File: src/rtl/ctrl_pkg.sv
// Shared definitions for the accumulator-machine control unit: state
// encoding, opcode values and the datapath select encodings.
package ctrl_pkg;

    localparam int STATE_W = 3;
    localparam int OP_W    = 5;

    // FSM states; codes 5..7 are never entered and fall back to fetch
    typedef enum logic [STATE_W-1:0] {
        ST_FETCH  = 3'd0,
        ST_DECODE = 3'd1,
        ST_MEM    = 3'd2,
        ST_EXEC   = 3'd3,
        ST_HALT   = 3'd4
    } state_t;

    // Instruction opcodes
    localparam logic [OP_W-1:0] OP_HLT  = 5'b00000;
    localparam logic [OP_W-1:0] OP_STO  = 5'b00001;
    localparam logic [OP_W-1:0] OP_LD   = 5'b00010;
    localparam logic [OP_W-1:0] OP_LDI  = 5'b00011;
    localparam logic [OP_W-1:0] OP_ADD  = 5'b00100;
    localparam logic [OP_W-1:0] OP_ADDI = 5'b00101;
    localparam logic [OP_W-1:0] OP_SUB  = 5'b00110;
    localparam logic [OP_W-1:0] OP_SUBI = 5'b00111;
    localparam logic [OP_W-1:0] OP_BEQ  = 5'b01000;
    localparam logic [OP_W-1:0] OP_JMP  = 5'b01001;

    // ACC source select
    localparam logic [1:0] ACC_SEL_ALU = 2'b00;
    localparam logic [1:0] ACC_SEL_MEM = 2'b01;
    localparam logic [1:0] ACC_SEL_IMM = 2'b10;

    // ALU operation
    localparam logic [1:0] ALU_ADD = 2'b00;
    localparam logic [1:0] ALU_SUB = 2'b01;

    // PC source select
    localparam logic PC_SEL_INC = 1'b0;
    localparam logic PC_SEL_IR  = 1'b1;

endpackage

File: src/rtl/ctrl_decoder.sv
// Combinational opcode-class decode. Classifies the IR opcode so the FSM
// only has to reason about instruction classes, not individual opcodes.
module ctrl_decoder
    import ctrl_pkg::*;
#(
    parameter int OPCODE_WIDTH = 5
) (
    input  logic [OPCODE_WIDTH-1:0] opcode,
    output logic                    is_mem_rd,
    output logic                    is_mem_wr,
    output logic                    is_imm,
    output logic                    is_branch,
    output logic                    is_cond,
    output logic                    is_halt,
    output logic [1:0]              alu_op,
    output logic [1:0]              acc_sel
);

    // Opcode constants resized to the configured field width
    localparam logic [OPCODE_WIDTH-1:0] C_HLT  = OPCODE_WIDTH'(OP_HLT);
    localparam logic [OPCODE_WIDTH-1:0] C_STO  = OPCODE_WIDTH'(OP_STO);
    localparam logic [OPCODE_WIDTH-1:0] C_LD   = OPCODE_WIDTH'(OP_LD);
    localparam logic [OPCODE_WIDTH-1:0] C_LDI  = OPCODE_WIDTH'(OP_LDI);
    localparam logic [OPCODE_WIDTH-1:0] C_ADD  = OPCODE_WIDTH'(OP_ADD);
    localparam logic [OPCODE_WIDTH-1:0] C_ADDI = OPCODE_WIDTH'(OP_ADDI);
    localparam logic [OPCODE_WIDTH-1:0] C_SUB  = OPCODE_WIDTH'(OP_SUB);
    localparam logic [OPCODE_WIDTH-1:0] C_SUBI = OPCODE_WIDTH'(OP_SUBI);
    localparam logic [OPCODE_WIDTH-1:0] C_BEQ  = OPCODE_WIDTH'(OP_BEQ);
    localparam logic [OPCODE_WIDTH-1:0] C_JMP  = OPCODE_WIDTH'(OP_JMP);

    // Class flags and ACC/ALU selects per opcode; unknown opcodes decode as NOP
    always_comb begin
        is_mem_rd = 1'b0;
        is_mem_wr = 1'b0;
        is_imm    = 1'b0;
        is_branch = 1'b0;
        is_cond   = 1'b0;
        is_halt   = 1'b0;
        alu_op    = ALU_ADD;
        acc_sel   = ACC_SEL_ALU;
        case (opcode)
            C_HLT: begin
                is_halt = 1'b1;
            end
            C_STO: begin
                is_mem_wr = 1'b1;
            end
            C_LD: begin
                is_mem_rd = 1'b1;
                acc_sel   = ACC_SEL_MEM;
            end
            C_ADD: begin
                is_mem_rd = 1'b1;
                alu_op    = ALU_ADD;
            end
            C_SUB: begin
                is_mem_rd = 1'b1;
                alu_op    = ALU_SUB;
            end
            C_LDI: begin
                is_imm  = 1'b1;
                acc_sel = ACC_SEL_IMM;
            end
            C_ADDI: begin
                is_imm = 1'b1;
                alu_op = ALU_ADD;
            end
            C_SUBI: begin
                is_imm = 1'b1;
                alu_op = ALU_SUB;
            end
            C_JMP: begin
                is_branch = 1'b1;
            end
            C_BEQ: begin
                is_branch = 1'b1;
                is_cond   = 1'b1;
            end
            default: begin
            end
        endcase
    end

endmodule

File: src/rtl/ctrl_unit.sv
// Multi-cycle control FSM for the accumulator datapath: fetch, decode,
// optional memory access with ready handshake, optional ACC write.
// All outputs are held at zero while reset is asserted so that an
// aborted instruction never commits a partial write.
module ctrl_unit
    import ctrl_pkg::*;
#(
    parameter int OPCODE_WIDTH = 5,
    parameter int STATE_WIDTH  = 3
) (
    input  logic                    clock,
    input  logic                    ctrl_reset_n,
    input  logic [OPCODE_WIDTH-1:0] ctrl_opcode,
    input  logic                    ctrl_zero,
    input  logic                    ctrl_mem_ready,
    output logic                    ctrl_mem_rd,
    output logic                    ctrl_mem_wr,
    output logic                    ctrl_pc_wr,
    output logic                    ctrl_pc_sel,
    output logic                    ctrl_ir_wr,
    output logic                    ctrl_acc_wr,
    output logic [1:0]              ctrl_acc_sel,
    output logic [1:0]              ctrl_alu_op,
    output logic                    ctrl_halted,
    output logic [STATE_WIDTH-1:0]  ctrl_state
);

    state_t state_reg;
    state_t state_next;

    logic       is_mem_rd;
    logic       is_mem_wr;
    logic       is_imm;
    logic       is_branch;
    logic       is_cond;
    logic       is_halt;
    logic [1:0] dec_alu_op;
    logic [1:0] dec_acc_sel;

    // Ungated control values, before the reset override
    logic       mem_rd_raw;
    logic       mem_wr_raw;
    logic       pc_wr_raw;
    logic       pc_sel_raw;
    logic       ir_wr_raw;
    logic       acc_wr_raw;
    logic [1:0] acc_sel_raw;
    logic [1:0] alu_op_raw;
    logic       halted_raw;

    ctrl_decoder #(
        .OPCODE_WIDTH (OPCODE_WIDTH)
    ) u_decoder (
        .opcode    (ctrl_opcode),
        .is_mem_rd (is_mem_rd),
        .is_mem_wr (is_mem_wr),
        .is_imm    (is_imm),
        .is_branch (is_branch),
        .is_cond   (is_cond),
        .is_halt   (is_halt),
        .alu_op    (dec_alu_op),
        .acc_sel   (dec_acc_sel)
    );

    // State register: reset takes effect immediately, returning to fetch
    always_ff @(posedge clock or negedge ctrl_reset_n) begin
        if (!ctrl_reset_n) begin
            state_reg <= ST_FETCH;
        end else begin
            state_reg <= state_next;
        end
    end

    // Next-state logic; memory ready only matters in fetch and mem
    always_comb begin
        state_next = ST_FETCH;
        case (state_reg)
            ST_FETCH: begin
                state_next = ctrl_mem_ready ? ST_DECODE : ST_FETCH;
            end
            ST_DECODE: begin
                if (is_halt) begin
                    state_next = ST_HALT;
                end else if (is_mem_rd || is_mem_wr) begin
                    state_next = ST_MEM;
                end else if (is_imm) begin
                    state_next = ST_EXEC;
                end else begin
                    state_next = ST_FETCH;
                end
            end
            ST_MEM: begin
                if (!(is_mem_rd || is_mem_wr)) begin
                    // IR is stable here, so this only guards against misuse
                    state_next = ST_FETCH;
                end else if (!ctrl_mem_ready) begin
                    state_next = ST_MEM;
                end else if (is_mem_wr) begin
                    state_next = ST_FETCH;
                end else begin
                    state_next = ST_EXEC;
                end
            end
            ST_EXEC: begin
                state_next = ST_FETCH;
            end
            ST_HALT: begin
                state_next = ST_HALT;
            end
            default: begin
                state_next = ST_FETCH;
            end
        endcase
    end

    // Output decode from state, opcode class, memory ready and zero flag
    always_comb begin
        mem_rd_raw  = 1'b0;
        mem_wr_raw  = 1'b0;
        pc_wr_raw   = 1'b0;
        pc_sel_raw  = PC_SEL_INC;
        ir_wr_raw   = 1'b0;
        acc_wr_raw  = 1'b0;
        acc_sel_raw = ACC_SEL_ALU;
        alu_op_raw  = ALU_ADD;
        halted_raw  = 1'b0;
        case (state_reg)
            ST_FETCH: begin
                mem_rd_raw = 1'b1;
                if (ctrl_mem_ready) begin
                    ir_wr_raw  = 1'b1;
                    pc_wr_raw  = 1'b1;
                    pc_sel_raw = PC_SEL_INC;
                end
            end
            ST_DECODE: begin
                if (is_branch) begin
                    pc_sel_raw = PC_SEL_IR;
                    pc_wr_raw  = is_cond ? ctrl_zero : 1'b1;
                end
            end
            ST_MEM: begin
                // Request held for every cycle of the handshake
                mem_wr_raw = is_mem_wr;
                mem_rd_raw = is_mem_rd && !is_mem_wr;
            end
            ST_EXEC: begin
                acc_wr_raw  = 1'b1;
                acc_sel_raw = dec_acc_sel;
                alu_op_raw  = dec_alu_op;
            end
            ST_HALT: begin
                halted_raw = 1'b1;
            end
            default: begin
            end
        endcase
    end

    // Reset override: every output reads zero while reset is low
    assign ctrl_mem_rd  = ctrl_reset_n & mem_rd_raw;
    assign ctrl_mem_wr  = ctrl_reset_n & mem_wr_raw;
    assign ctrl_pc_wr   = ctrl_reset_n & pc_wr_raw;
    assign ctrl_pc_sel  = ctrl_reset_n & pc_sel_raw;
    assign ctrl_ir_wr   = ctrl_reset_n & ir_wr_raw;
    assign ctrl_acc_wr  = ctrl_reset_n & acc_wr_raw;
    assign ctrl_acc_sel = {2{ctrl_reset_n}} & acc_sel_raw;
    assign ctrl_alu_op  = {2{ctrl_reset_n}} & alu_op_raw;
    assign ctrl_halted  = ctrl_reset_n & halted_raw;
    assign ctrl_state   = {STATE_WIDTH{ctrl_reset_n}} & STATE_WIDTH'(state_reg);

endmodule

File: config.mk
export PLATFORM = sky130hd
export DESIGN_NAME = ctrl_unit
export DESIGN_NICKNAME = d
export VERILOG_FILES = /design/src/rtl/ctrl_pkg.sv /design/src/rtl/ctrl_decoder.sv /design/src/rtl/ctrl_unit.sv
export SDC_FILE = /design/constraint.sdc
export NUM_CORES = 1
export LEC_CHECK = 0
export CORE_AREA = 8 8 45 47
export CTS_BUF_LIST = sky130_fd_sc_hd__clkbuf_4
export DETAILED_ROUTE_END_ITERATION = 16
export DIE_AREA = 0 0 53 55
export GPL_ROUTABILITY_DRIVEN = 0
export MAX_ROUTING_LAYER = met4
export PLACE_DENSITY = 0.67
export SYNTH_ARGS = -nofsm -noshare
export SYNTH_HDL_FRONTEND = slang
export SYNTH_SLANG_ARGS = --single-unit
export TNS_END_PERCENT = 20
File: constraint.sdc
create_clock -name clock -period 2.1 [get_ports clock]
set_clock_uncertainty 0.05 [all_clocks]
set_input_delay 0.315 -clock clock [delete_from_list [all_inputs] [get_ports clock]]
set_output_delay 0.315 -clock clock [all_outputs]
set_load 0.05 [all_outputs]
==> flow_summary.toml <==
[clocking]
worstSkewPairLatency_ns = 0.24
clkSinkCount = 3
cts_tree = "built"
numCtsBuffers = 3
clk_pin_slew_worst_paths_ns = 0.04
cts_root_buffer = "clkbuf_4"
clockBufferDepth = 2
h-tree-depth = 1

[grt]
met3_usage_pct = 5.08
grt_pass1_vias = 509
grt_pass1_wl_um = 2210
grt.total_usage_pct = 10.4
grt_max_degree = 8
use_met2_pct = 15.6
grt.met1_usage_pct = 11.3
antenna_found_initial = 0
grt_overflow_total = 0
top_usage_layer = "met2"

[critical_path]
crit_fanout = 4
worstPathCellList = "nor4b_4, nand3b_1, or3_4, a21oi_4, buf_12"
cpPeakStageDelay_ns = 0.43
crit_family = "simple AND/OR/NAND/NOR gates"
rr_worst_depth = 5
cp.depth = 5
crit_type = "reg2out"
critical_path_buf_inv_count = 1
worstPathRequired_ns = 1.74
cp_slowest_cell = "dfrtp_2"
critPathLaunchType = "flip-flop"
setup.worst_path.end_class = "output pin"
worstPathArrival_ns = 1.76

[place]
port_buffers = 21
place_area_um2 = 835
hpwl_um = 1060

[die]
dieArea_mm2 = 0.00292
die_y_um = 55
coreArea_mm2 = 0.00138
initial_core_util_pct = 24.8
die_w_um = 53
rows = 14
io-pin-count = 23

[synth]
synth_nets = 55
ys_ff_latch = 3
synth.avg_cell_area_um2 = 7.45
synth.distinct_cells = 25
ys_warn_count = 0
netlist_instances = 46
yosysSeqAreaShare_pct = 21.9
netlist_area_um2 = 343

[sta]
rsz0062_at_grt = "yes"
fmax_ghz = 0.471
finalWorstSetupSlack_ns = -0.0236
setup_viol = 2
hold_viol_final = 0
holdWs_ns = 0.0570
period_share_pct = 101
finalMaxSlewViolations = 0
period_needed_ns = 2.12

[pwr]
pwr_density_cell_mw_per_mm2 = 393
power_uw = 354
ir_drop_mv = 0.337
p_leak_uw = 0.000375

[routing]
routed_wl_um = 1410
drc = 0
via_per_inst = 5.12
vias = 507
wl_per_cell_um = 14.3
drt_iter0_drc = 14
dr.pass1.iters = 4
drtAntennaViolNets = 0

[final_layout]
fin_nets = 93
antennaDiodeCount = 0
post-route-util_pct = 65.0
drive_gt1_share_pct = 53.0
final_cell_mix = "buf_4, buf_12, nor2_1, clkbuf_4, clkdlybuf4s50_1"
design_area_um2 = 900
largest_reg_flops = 3
syn2layout_area_growth_pct = 162
mostFrequentLayoutCell = "buf_4"

[min_path]
holdCritPathClass = "in2async"

[flow_run]
drv_cap = 0

[status]
outcome = "finished with violations"
violations = "negative setup slack"
## report_power, final
group          internal [uW]  switching, uW
clock network           84.3           33.4
logic                   81.0           86.4
registers               63.0           5.86
total                    228            126
## worst paths after layout
path / start / to / slack [ns]
worst max-delay path: state_reg[2] / ctrl_pc_wr / -0.02
worst min-delay path: ctrl_reset_n / state_reg[2] / 0.06
worst max register to register: state_reg[2] / state_reg[1] / 0.66
worst min register to register: state_reg[1] / state_reg[2] / 0.54
max in group asynchronous: ctrl_reset_n / state_reg[0] / 1.82
min in group clock: ctrl_opcode[2] / state_reg[2] / 0.52
## stage by stage
| stage | std cells | worst slack, ns | setup TNS (ns) |
|---|---|---|---|
| 6_report | 99 | -0.0236 | -0.0244 |
| 5_1_grt | 99 | -0.116 | -0.268 |
| 4_1_cts | 99 | -0.0120 | -0.0240 |
| 3_5_place_dp | 94 | -0.225 | -0.544 |
| 3_3_place_gp | 94 | -0.176 | -0.470 |
| 2_1_floorplan | 46 | -0.206 | -0.353 |
## cell usage after synthesis, drive strengths merged
library cell  number  area (um^2)
nor4               1         6.26
o21ai              1         5.00
nand4b             1         8.76
nand2b             1         6.26
and2               2         12.5
buf                2         12.5
a31o               1         8.76
and4               1         8.76
o41a               1         11.3
nor4b              2         32.5
conb               1         3.75
nand2              3         11.3
o22ai              1         6.26
or3                2         12.5
and2b              1         7.51
nor2               8         30.0
nor3b              4         30.0
inv                1         3.75
nand3              1         5.00
dfrtp              3         75.1
a21oi              3         15.0
nand3b             2         15.0
nor3               3         15.0
## layer usage
metal	up-vias	part of all wire, %
met5	-	0
met4	0	0
met3	0	9.6
met2	24	51
met1	239	40
li1	244	-
## cell families after synthesis
family | after synthesis | share of synthesized area [%]
simple gates | 32 | 58.8
compound gates | 7 | 13.5
other cells | 1 | 1.09
flops | 3 | 21.9
buf+inv | 3 | 4.74
## cell type report
type                    instances  area, um^2
clock buffers                   4        30.0
fillers                       110         484
inverters                       1        3.75
multi-input cells              40         324
flip-flops and latches          3        77.6
well taps                      16        20.0
repair buffers                 35         444
## timing repair
item                       in CTS  in global routing
cloned                          0                  0
pin swaps                       5                  1
setup endpoints to repair       5                  4
hold buffers                    0                  0
setup buffers                   1                  0
gates resized for setup         7                  5
(Power assumes the default switching activity.)
